==> config.mk <==
export PLATFORM = sky130hd
export DESIGN_NAME = noc_traffic_node
export DESIGN_NICKNAME = d
export VERILOG_FILES = /design/src/rtl/noc_traffic_node.sv
export SDC_FILE = /design/constraint.sdc
export NUM_CORES = 1
export LEC_CHECK = 0
export BUFFER_PORTS_ARGS = -buffer_cell sky130_fd_sc_hd__buf_4
export CELL_PAD_IN_SITES_DETAIL_PLACEMENT = 1
export CELL_PAD_IN_SITES_GLOBAL_PLACEMENT = 1
export CORE_ASPECT_RATIO = 1.4
export CORE_MARGIN = 3
export CORE_UTILIZATION = 40
export DETAILED_ROUTE_END_ITERATION = 10
export GPL_ROUTABILITY_DRIVEN = 1
export PLACE_DENSITY = 0.82
export SETUP_SLACK_MARGIN = 0.5
export SYNTH_ARGS = -nofsm -noshare
export SYNTH_HDL_FRONTEND = slang
export SYNTH_SLANG_ARGS = --single-unit
==> constraint.sdc <==
create_clock -name noc_clk -period 2.4 [get_ports noc_clk]
set_input_delay 0.24 -clock noc_clk [delete_from_list [all_inputs] [get_ports noc_clk]]
set_output_delay 0.24 -clock noc_clk [all_outputs]
set_load 0.03 [all_outputs]
==> src/rtl/noc_traffic_node.sv <==
// NoC traffic endpoint: packet generator plus framing/payload checker on one router local port.
// Optional build macro NOC_TRAFFIC_PAYLOAD_CHECK_EN adds body payload comparison in the receiver.
`ifndef Noc_Data_Width
`define Noc_Data_Width 64
`endif
`ifndef Noc_ID_X_Width
`define Noc_ID_X_Width 4
`endif
`ifndef Noc_ID_Y_Width
`define Noc_ID_Y_Width 4
`endif
`ifndef Axi_LEN_Bit
`define Axi_LEN_Bit 8
`endif
`ifndef Noc_Head_H
`define Noc_Head_H 8'hA5
`endif
`ifndef Noc_Head_E
`define Noc_Head_E 8'h5A
`endif
`ifndef Noc_Tail_H
`define Noc_Tail_H 8'hC3
`endif
`ifndef Noc_Tail_E
`define Noc_Tail_E 8'h3C
`endif

module noc_traffic_node #(
  parameter int X_ID       = 0,
  parameter int Y_ID       = 0,
  parameter int DEST_X_ID  = 0,
  parameter int DEST_Y_ID  = 0,
  parameter int BODY_FLITS = 1,
  parameter int PKT_COUNT  = 1,
  parameter int GAP_CYCLES = 0
) (
  input  logic                       noc_clk,
  input  logic                       noc_rst_n,
  input  logic                       send_start,
  input  logic                       send_stop,
  output logic                       send_busy,
  output logic                       send_done,
  output logic                       sender_valid,
  input  logic                       sender_ready,
  output logic [`Noc_Data_Width-1:0] sender_flit,
  output logic                       sender_is_header,
  output logic                       sender_is_tail,
  input  logic                       receive_valid,
  output logic                       receive_ready,
  input  logic [`Noc_Data_Width-1:0] receive_flit,
  input  logic                       receive_is_header,
  input  logic                       receive_is_tail,
  output logic [15:0]                rx_pkt_cnt,
  output logic [15:0]                rx_err_cnt,
  output logic [`Noc_ID_X_Width-1:0] rx_last_src_x,
  output logic [`Noc_ID_Y_Width-1:0] rx_last_src_y
);
  localparam int DW = `Noc_Data_Width;
  localparam int XW = `Noc_ID_X_Width;
  localparam int YW = `Noc_ID_Y_Width;
  localparam int LW = `Axi_LEN_Bit;
  localparam int MW = 8;
  // Header/tail layout, MSB first: marker, src x/y, dest x/y, type(2), order(2), len, end marker, pad.
  localparam int H_LSB   = DW - MW;
  localparam int SX_LSB  = H_LSB - XW;
  localparam int SY_LSB  = SX_LSB - YW;
  localparam int DX_LSB  = SY_LSB - XW;
  localparam int DY_LSB  = DX_LSB - YW;
  localparam int LEN_LSB = DY_LSB - 4 - LW;
  localparam int E_LSB   = LEN_LSB - MW;
  localparam logic [LW-1:0] HDR_LEN   = LW'(BODY_FLITS - 1);
  localparam logic [LW:0]   LAST_BEAT = (LW+1)'(BODY_FLITS - 1);
  localparam logic [15:0]   LAST_PKT  = 16'(PKT_COUNT - 1);
  localparam logic [7:0]    GAP_LAST  = 8'(GAP_CYCLES - 1);
  localparam bit            CONT      = (PKT_COUNT == 0);

  function automatic logic [DW-1:0] frame_flit(input logic tail);
    logic [DW-1:0] f;
    f = '0;
    f[H_LSB +: MW]   = tail ? `Noc_Tail_H : `Noc_Head_H;
    f[SX_LSB +: XW]  = XW'(X_ID);
    f[SY_LSB +: YW]  = YW'(Y_ID);
    f[DX_LSB +: XW]  = XW'(DEST_X_ID);
    f[DY_LSB +: YW]  = YW'(DEST_Y_ID);
    f[LEN_LSB +: LW] = HDR_LEN;
    f[E_LSB +: MW]   = tail ? `Noc_Tail_E : `Noc_Head_E;
    return f;
  endfunction

  function automatic logic [DW-1:0] body_flit(input logic [7:0] p, input logic [7:0] k);
    return {{(DW-16){1'b0}}, p, k};
  endfunction

  function automatic logic marks_ok(input logic [DW-1:0] f, input logic tail);
    if (tail) return (f[H_LSB +: MW] == `Noc_Tail_H) && (f[E_LSB +: MW] == `Noc_Tail_E);
    return (f[H_LSB +: MW] == `Noc_Head_H) && (f[E_LSB +: MW] == `Noc_Head_E);
  endfunction

  function automatic logic [15:0] sat_inc(input logic [15:0] v);
    return (v == 16'hFFFF) ? v : v + 16'd1;
  endfunction

  typedef enum logic [2:0] {S_IDLE, S_HEAD, S_BODY, S_TAIL, S_GAP} s_state_t;
  typedef enum logic [1:0] {R_HEAD, R_BODY, R_TAIL} r_state_t;

  s_state_t      s_state;
  logic [15:0]   pkt;
  logic [LW:0]   beat;
  logic [LW:0]   beat_nxt;
  logic [7:0]    gap_cnt;
  logic          stop_lat;
  logic          tx_fire;

  assign tx_fire  = sender_valid && sender_ready;
  assign beat_nxt = beat + (LW+1)'(1);

  always_ff @(posedge noc_clk or negedge noc_rst_n) begin
    if (!noc_rst_n) begin
      s_state          <= S_IDLE;
      pkt              <= '0;
      beat             <= '0;
      gap_cnt          <= '0;
      stop_lat         <= 1'b0;
      send_busy        <= 1'b0;
      send_done        <= 1'b0;
      sender_valid     <= 1'b0;
      sender_flit      <= '0;
      sender_is_header <= 1'b0;
      sender_is_tail   <= 1'b0;
    end else begin
      send_done <= 1'b0;
      if (CONT && send_stop && s_state != S_IDLE) stop_lat <= 1'b1;
      case (s_state)
        S_IDLE: if (send_start) begin
          s_state          <= S_HEAD;
          send_busy        <= 1'b1;
          pkt              <= '0;
          stop_lat         <= 1'b0;
          sender_valid     <= 1'b1;
          sender_flit      <= frame_flit(1'b0);
          sender_is_header <= 1'b1;
        end
        S_HEAD: if (tx_fire) begin
          s_state          <= S_BODY;
          beat             <= '0;
          sender_flit      <= body_flit(pkt[7:0], 8'd0);
          sender_is_header <= 1'b0;
        end
        S_BODY: if (tx_fire) begin
          if (beat == LAST_BEAT) begin
            s_state        <= S_TAIL;
            sender_flit    <= frame_flit(1'b1);
            sender_is_tail <= 1'b1;
          end else begin
            beat        <= beat_nxt;
            sender_flit <= body_flit(pkt[7:0], beat_nxt[7:0]);
          end
        end
        S_TAIL: if (tx_fire) begin
          sender_is_tail <= 1'b0;
          // A stop arriving on the tail beat itself still ends the burst here.
          if ((CONT && (stop_lat || send_stop)) || (!CONT && pkt == LAST_PKT)) begin
            s_state      <= S_IDLE;
            send_busy    <= 1'b0;
            send_done    <= 1'b1;
            sender_valid <= 1'b0;
            sender_flit  <= '0;
          end else begin
            pkt <= pkt + 16'd1;
            if (GAP_CYCLES == 0) begin
              s_state          <= S_HEAD;
              sender_flit      <= frame_flit(1'b0);
              sender_is_header <= 1'b1;
            end else begin
              s_state      <= S_GAP;
              gap_cnt      <= GAP_LAST;
              sender_valid <= 1'b0;
              sender_flit  <= '0;
            end
          end
        end
        S_GAP: begin
          if (gap_cnt == 8'd0) begin
            s_state          <= S_HEAD;
            sender_valid     <= 1'b1;
            sender_flit      <= frame_flit(1'b0);
            sender_is_header <= 1'b1;
          end else begin
            gap_cnt <= gap_cnt - 8'd1;
          end
        end
        default: s_state <= S_IDLE;
      endcase
    end
  end

  r_state_t      r_state;
  logic [XW-1:0] cur_x;
  logic [YW-1:0] cur_y;
  logic [LW-1:0] rx_len;
  logic [LW:0]   rx_beat;
  logic          pay_bad;
  logic          pay_mis;
  logic          rx_fire;
  logic          hdr_ok;
  logic          tail_ok;

  assign rx_fire = receive_valid && receive_ready;
  assign hdr_ok  = receive_is_header && marks_ok(receive_flit, 1'b0);
  assign tail_ok = receive_is_tail && !receive_is_header && marks_ok(receive_flit, 1'b1);

`ifdef NOC_TRAFFIC_PAYLOAD_CHECK_EN
  logic [7:0] rx_p;
  always_comb begin
    pay_mis = 1'b0;
    if (rx_beat == '0) pay_mis = (receive_flit != body_flit(receive_flit[15:8], 8'd0));
    else pay_mis = (receive_flit != body_flit(rx_p, rx_beat[7:0]));
  end
  always_ff @(posedge noc_clk or negedge noc_rst_n) begin
    if (!noc_rst_n) rx_p <= '0;
    else if (rx_fire && r_state == R_BODY && rx_beat == '0) rx_p <= receive_flit[15:8];
  end
`else
  assign pay_mis = 1'b0;
`endif

  always_ff @(posedge noc_clk or negedge noc_rst_n) begin
    if (!noc_rst_n) begin
      r_state       <= R_HEAD;
      receive_ready <= 1'b0;
      cur_x         <= '0;
      cur_y         <= '0;
      rx_len        <= '0;
      rx_beat       <= '0;
      pay_bad       <= 1'b0;
      rx_pkt_cnt    <= '0;
      rx_err_cnt    <= '0;
      rx_last_src_x <= '0;
      rx_last_src_y <= '0;
    end else begin
      receive_ready <= 1'b1;
      if (rx_fire) begin
        case (r_state)
          R_HEAD: if (hdr_ok) r_state <= R_BODY;
                  else rx_err_cnt <= sat_inc(rx_err_cnt);
          R_BODY: begin
            if (receive_is_header) begin
              rx_err_cnt <= sat_inc(rx_err_cnt);
              r_state    <= hdr_ok ? R_BODY : R_HEAD;
            end else if (receive_is_tail) begin
              rx_err_cnt <= sat_inc(rx_err_cnt);
              r_state    <= R_HEAD;
            end else begin
              if (pay_mis) begin
                rx_err_cnt <= sat_inc(rx_err_cnt);
                pay_bad    <= 1'b1;
              end
              if (rx_beat == {1'b0, rx_len}) r_state <= R_TAIL;
              else rx_beat <= rx_beat + (LW+1)'(1);
            end
          end
          R_TAIL: begin
            r_state <= R_HEAD;
            if (!tail_ok) rx_err_cnt <= sat_inc(rx_err_cnt);
            else if (!pay_bad) begin
              rx_pkt_cnt    <= sat_inc(rx_pkt_cnt);
              rx_last_src_x <= cur_x;
              rx_last_src_y <= cur_y;
            end
          end
          default: r_state <= R_HEAD;
        endcase
        // Any well-formed header seen outside R_TAIL (re)starts packet context.
        if (hdr_ok && r_state != R_TAIL) begin
          cur_x   <= receive_flit[SX_LSB +: XW];
          cur_y   <= receive_flit[SY_LSB +: YW];
          rx_len  <= receive_flit[LEN_LSB +: LW];
          rx_beat <= '0;
          pay_bad <= 1'b0;
        end
      end
    end
  end
endmodule
==> results of run 1 <==
-- cells in the final DEF, fill, tap and decap left out, drive strengths merged, types with 10 or more instances in the layout --
cell	Yosys	layout
xor2	31	31
ha	12	12
inv	23	23
nor3	27	27
nor4	18	18
nand4	12	12
buf	50	183
clkbuf	14	22
nand3	37	37
a21oi	10	10
nor2	28	28
mux2	30	30
o31ai	13	13
dfrtp	118	118
o21ai	25	25
nand2	67	67
xnor2	23	23
conb	2	37
-- cell type report --
cell class,count,area (um^2)
well taps,192,240
flip-flops and latches,118,2960
repair buffers,185,1560
fillers,1595,6170
multi-input cells,453,3600
inverters,23,88.8
clock buffers,21,460
clock inverters,10,105
-- state kept, by name, summed over array words and instances (netlist names) --
| signal | count |
|---|---|
| beat | 9 |
| cur_x | 4 |
| cur_y | 4 |
| pkt | 16 |
| r_state | 2 |
| receive_ready | 1 |
| rx_beat | 9 |
| rx_err_cnt | 16 |
| rx_last_src_x | 4 |
| rx_last_src_y | 4 |
| rx_len | 8 |
| rx_pkt_cnt | 16 |
| s_state | 2 |
| send_busy | 1 |
| send_done | 1 |
| sender_flit | 19 |
| sender_is_header | 1 |
| sender_is_tail | 1 |
-- per-layer routing --
| metal | vias up | track usage |
|---|---|---|
| li1 | 2484 | - |
| met1 | 2880 | 0.250 |
| met5 | - | 0 |
| met2 | 180 | 0.424 |
| met3 | 61 | 0.0512 |
| met4 | 0 | 0.107 |
-- kinds of logic after synthesis --
logic type	after synthesis
other cells	2
flops	118
compound gates	75
xor+xnor	54
buf+inv	87
fa+ha+maj	12
mux	33
simple gates	241
-- how the worst min path moves through the flow --
stage	slack [ns]	endpoint	start
after floorplan	-0.06	beat[0]	noc_rst_n
after global placement	0.26	rx_beat[3]	noc_rst_n
after detailed placement	0.27	rx_beat[3]	noc_rst_n
after CTS	0.05	cur_y[3]	receive_flit[51]
after global routing	0.04	cur_x[0]	receive_flit[52]
final	0.06	cur_y[2]	receive_flit[50]
-- what timing repair did --
item,4_1_cts,5_1_grt
endpoints found under the setup margin,81,82
buffers inserted,29,19
hold endpoints to repair,37,0
resized for setup,65,84
hold buffers,1,0
pin swaps,27,29
gates cloned,3,1
-- power by group through the flow --
stage               clock network, mW  registers (mW)  logic (mW)
floorplan                           0            2.51        1.25
global placement                    0            2.33        1.97
detailed placement                  0            2.35        2.06
CTS                              2.50            2.33        2.53
global route                     2.59            2.36        3.33
finish                           2.46            2.34        3.19
-- worst reg2reg max path, stage by stage (launching register included) --
cell and delay [ns]:
dfrtp_1 0.40, nand4bb_4 0.20, or4_4 0.46, nor3_4 0.25, buf_6 0.15, buf_12 0.13
nand3_2 0.09, mux2_4 0.31
-- per-stage QoR --
stage / cells / setup WS (ns) / hold slack [ns]
global placement: 918 / 0.115 / 0.261
CTS: 982 / 0.395 / 0.0450
finish: 1002 / 0.308 / 0.0575
detailed placement: 918 / 0.0740 / 0.272
floorplan: 657 / 0.193 / -0.0556
global route: 1002 / 0.239 / 0.0449
==> run metrics, run 1 <==
Simple-Gate Fraction of Synth Area 0.209; EDFF count, synth 0; metal1 wirelength 7.86 mm; num ports 182; top_reg_cell synth dfrtp_1; Distinct cells, synth 61; antenna-violating nets left 0; Worst IR Drop VDD 877 uV; GR Overflow Total 0; total clock sinks 118; Post-route DRC 0; antenna violations before repair 0; Design Power 7.99 mW; WL final 21.4 mm; top post-synthesis cells by count dfrtp_1 (118), nand2_1 (66), buf_4 (46); Crit path required time 2.71 ns; post-route setup TNS 0 ns; routability cong. 0.820; Die H 154 um; asr flop ratio synth 1.00; routed via count 5605; delay-heaviest family, CP simple AND/OR/NAND/NOR gates; Ant. Diodes 0; Gate Count Post-Synth 622; crit path time final 2.09 ns; CTS H-Tree Depth 4; Num CTS Buffers 17; Crit Path Max Fanout 7; worst reg2reg path depth 7; DP HPWL 12.3 mm; WL/cell 21.4 um; Crit-path slowest cell or4_4; layout cell share with drive strength beyond 1 0.437; Post-Synth XOR/XNOR Area 0.0755; worst path bufs/invs 2; largest family of logic cells by synthesized area simple AND/OR/NAND/NOR gates; via/cell ratio 5.59; Root Driver clkbuf_16; Die X 112 um; sw power 3.00 mW; Slew @ Worst Pin 0.577 ns; register area share after synthesis 0.472; CTS tree built; vias in the first global route 6125; clk slew on worst S/H paths 0.05 ns; Max Used Layer met4; kind of critical path register to register; Placed Area 0.00734 mm^2; most instantiated library cell after synthesis dfrtp_1; global-route wire length before repair 32.0 mm; CP max stage delay 0.46 ns; GRT Util Overall 0.231; internal power 4.99 mW; row cnt 53; Nets 882; initial drt markers 259; FF+latch count, synth 118; sw frac 0.375; combinational share of power 0.399; max-capacitance violation count 0; Ys Warns 0; CP endpoint kind register; synth top area cells dfrtp_1 (47%), buf_4 (5.5%), mux2_2 (5.0%), xor2_1 (4.3%), nand2_1 (4.0%); Worst Path Arrival 2.40 ns; post-synth top area share 0.472; fin crit share 0.872; slew margin rel. 0.616; die area 0.0172 mm^2; core box area 0.0152 mm^2; # setup viols final 0; Worst setup endpoint rx_pkt_cnt[14]; P&R area growth vs syn 44.0%; P per Cell Area 886 mW/mm^2; Worst R2R Start r_state[0]; Synth Area in Compound Gates 0.0779; clock power share 0.308; Reg2Reg Setup Slack 0.31 ns; Met2 Wirelength 12.0 mm; Finished Cell Area 0.00901 mm^2; startpoint types register; worst-path cell chain nand4bb_4, or4_4, nor3_4, buf_6, buf_12, nand3_2, mux2_4; critical path startpoint r_state[0]; IO Port Bufs 112; RSZ-0062 raised after global routing yes; Final Hold Viols 0; Seq pwr share 0.293; Final Util 0.594; worst r2r dst rx_pkt_cnt[14]; area share of fa/ha/maj cells after synthesis 0.0240; min-delay worst type input port to register; first-pass detailed-route iteration total 4; worst skew pair latency 0.42 ns; wire length on met3 852 um; multiplexer area fraction after synthesis 0.0587; Crit. path cell count 7; largest net degree at the start of global routing 49; Final Max Tran Viols 0; Fmax 478 MHz; Final Skew 0.00886 ns; Worst Hold Depth 2; status finished, final reports clean; Lkg Pwr 4.30 nW; initial core utilization 0.412; Synth Cell Area 0.00626 mm^2; deepest clock path buffer count 2; post-synth top area cell dfrtp_1; Mean Syn Cell Area 10.1 um^2
Power figures use the tool's default switching activity.
==> inputs of run 2 (changes only) <==
- REMOVE_ABC_BUFFERS: unset -> 1
==> run metrics, run 2 (synthesized netlist as in run 1, its figures left out) <==
worst reg2reg path depth 6 (was 7); row cnt 53 (unchanged); crit path time final 2.11 ns (was 2.09 ns); initial drt markers 142 (was 259); Fmax 474 MHz (was 478 MHz); layout cell share with drive strength beyond 1 0.418 (was 0.437); IO Port Bufs 112 (unchanged); Crit Path Max Fanout 5 (was 7); combinational share of power 0.393 (was 0.399); P&R area growth vs syn 43.5% (was 44.0%); P per Cell Area 937 mW/mm^2 (was 886 mW/mm^2); slew margin rel. 0.632 (was 0.616); WL final 20.4 mm (was 21.4 mm); CTS H-Tree Depth 4 (unchanged); total clock sinks 118 (unchanged); deepest clock path buffer count 2 (unchanged); Die X 112 um (unchanged); max-capacitance violation count 0 (unchanged); core box area 0.0152 mm^2 (unchanged); min-delay worst type input port to register (unchanged); DP HPWL 12.4 mm (was 12.3 mm); Largest Register sender_flit (unchanged); antenna-violating nets left 0 (unchanged); Crit-path slowest cell nor4_1 (was or4_4); filler instances 1631 (was 1595); most frequent cells in the layout buf_4 (156), dfrtp_1 (114), nand2_1 (56) (was buf_4 (163), dfrtp_1 (112), nand2_1 (53)); num ports 182 (unchanged); placed cells 923 (was 918); Final Max Tran Viols 0 (unchanged); die area 0.0172 mm^2 (unchanged); routability cong. 0.853 (was 0.820); critical path startpoint pkt[4] (was r_state[0]); vias in the first global route 5872 (was 6125); Worst Path Arrival 2.40 ns (about the same); footprint of the multi-input gates 0.00353 mm^2 (was 0.00360 mm^2); sw power 2.95 mW (was 3.00 mW); clock power share 0.332 (was 0.308); register area 0.00296 mm^2 (about the same); # setup viols final 0 (unchanged); Worst setup endpoint pkt[2] (was rx_pkt_cnt[14]); delay-heaviest family, CP simple AND/OR/NAND/NOR gates (unchanged); Crit. path cell count 6 (was 7); Worst Hold Depth 2 (unchanged); fin crit share 0.878 (was 0.872); most common cell after layout, fill and taps aside buf_4 (unchanged); Seq pwr share 0.275 (was 0.293); Post-route DRC 0 (unchanged); status finished, final reports clean (unchanged); Root Driver clkbuf_16 (unchanged); first-pass detailed-route iteration total 4 (unchanged); RSZ-0062 raised after global routing yes (unchanged); Hold WS 0.0554 ns (was 0.0575 ns); Slew @ Worst Pin 0.552 ns (was 0.577 ns); Worst IR Drop VDD 1120 uV (was 877 uV); worst-path cell chain nor4_1, nand4_1, buf_4, o211ai_1, xor2_1, nor2_1 (was nand4bb_4, or4_4, nor3_4, buf_6, buf_12, nand3_2, mux2_4); Final Hold Viols 0 (unchanged); initial core utilization 0.412 (unchanged); Worst R2R Start pkt[4] (was r_state[0]); internal power 5.48 mW (was 4.99 mW); via/cell ratio 5.53 (was 5.59); CP endpoint kind register (unchanged); largest net degree at the start of global routing 40 (was 49); Final Skew 0.0102 ns (was 0.00886 ns); Reg2Reg Setup Slack 0.29 ns (was 0.31 ns); sw frac 0.350 (was 0.375); Lkg Pwr 4.24 nW (was 4.30 nW); worst path bufs/invs 1 (was 2); Num CTS Buffers 17 (unchanged); kind of critical path register to register (unchanged); worst skew pair latency 0.42 ns (about the same); global-route wire length before repair 30.2 mm (was 32.0 mm); Non-Filler Instances 995 (was 1002); worst r2r dst pkt[2] (was rx_pkt_cnt[14]); GRT Util Overall 0.218 (was 0.231); Ant. Diodes 0 (unchanged); CTS tree built (unchanged); max reg flops 19 (unchanged); routed via count 5505 (was 5605); Crit path required time 2.70 ns (was 2.71 ns); Placed Area 0.00728 mm^2 (was 0.00734 mm^2); CP max stage delay 0.52 ns (was 0.46 ns); Die H 154 um (unchanged); startpoint types register (unchanged); Nets 875 (was 882); GR Overflow Total 0 (unchanged); WL/cell 20.5 um (was 21.4 um); Finished Cell Area 0.00899 mm^2 (was 0.00901 mm^2); antenna violations before repair 0 (unchanged); clk slew on worst S/H paths 0.06 ns (was 0.05 ns)
[run 2: cell types whose count changed in the layout (fill, tap and decap cells not counted), sizes merged]
cell      before  now
clkinvlp       2    1
clkbuf        22   24
bufinv         2    5
buf          183  174
clkinv         6    3
a31o           1    2
[run 2: how the worst min path moves through the flow]
stage | start | endpoint | slack [ns]
floorplan | noc_rst_n | beat[0] | -0.06
global placement | noc_rst_n | beat[0] | 0.25
detailed placement | noc_rst_n | beat[1] | 0.26
CTS | receive_flit[28] | rx_len[0] | 0.04
global route | receive_flit[30] | rx_len[2] | 0.05
finish | receive_flit[28] | rx_len[0] | 0.06
[run 2: timing repair]
item,in CTS,in global routing
gates cloned,3,3
gates resized for setup,57,93
pin swaps,10,38
hold buffers,1,0
endpoints found under the setup margin,72,82
setup buffers,14,20
hold endpoints to repair,34,0
[run 2: power groups by stage]
stage	logic (mW)	clock network (mW)	registers [mW]
final	3.31	2.80	2.31
after global routing	3.49	2.92	2.33
after CTS	2.70	2.83	2.29
after detailed placement	2.05	0	2.33
after global placement	1.97	0	2.31
after floorplan	0.794	0	2.67
[run 2: layout make-up]
class	instances	area share
Multi-Input combinational cell	454	0.393
Sequential cell	118	0.329
Timing Repair Buffer	177	0.170
Clock buffer	22	0.0528
Tap cell	192	0.0267
Clock inverter	9	0.0192
Inverter	23	0.00961
[run 2: through the flow]
step           power [mW]   util  TNS [ns]  setup WS (ns)
2_1_floorplan        3.46      -     -2.46         -0.222
3_5_place_dp         4.37  0.479         0          0.109
3_3_place_gp         4.28  0.479         0          0.129
5_1_grt              8.75  0.592         0          0.162
4_1_cts              7.82  0.551         0          0.384
6_report             8.42  0.592         0          0.292
[run 2: metal layers]
layer,part of all wire,vias to the layer above,track usage
met5,0,-,0
met3,0.044,51,0.0512
met4,0.034,0,0.0945
met2,0.57,171,0.416
li1,-,2463,-
met1,0.36,2820,0.223
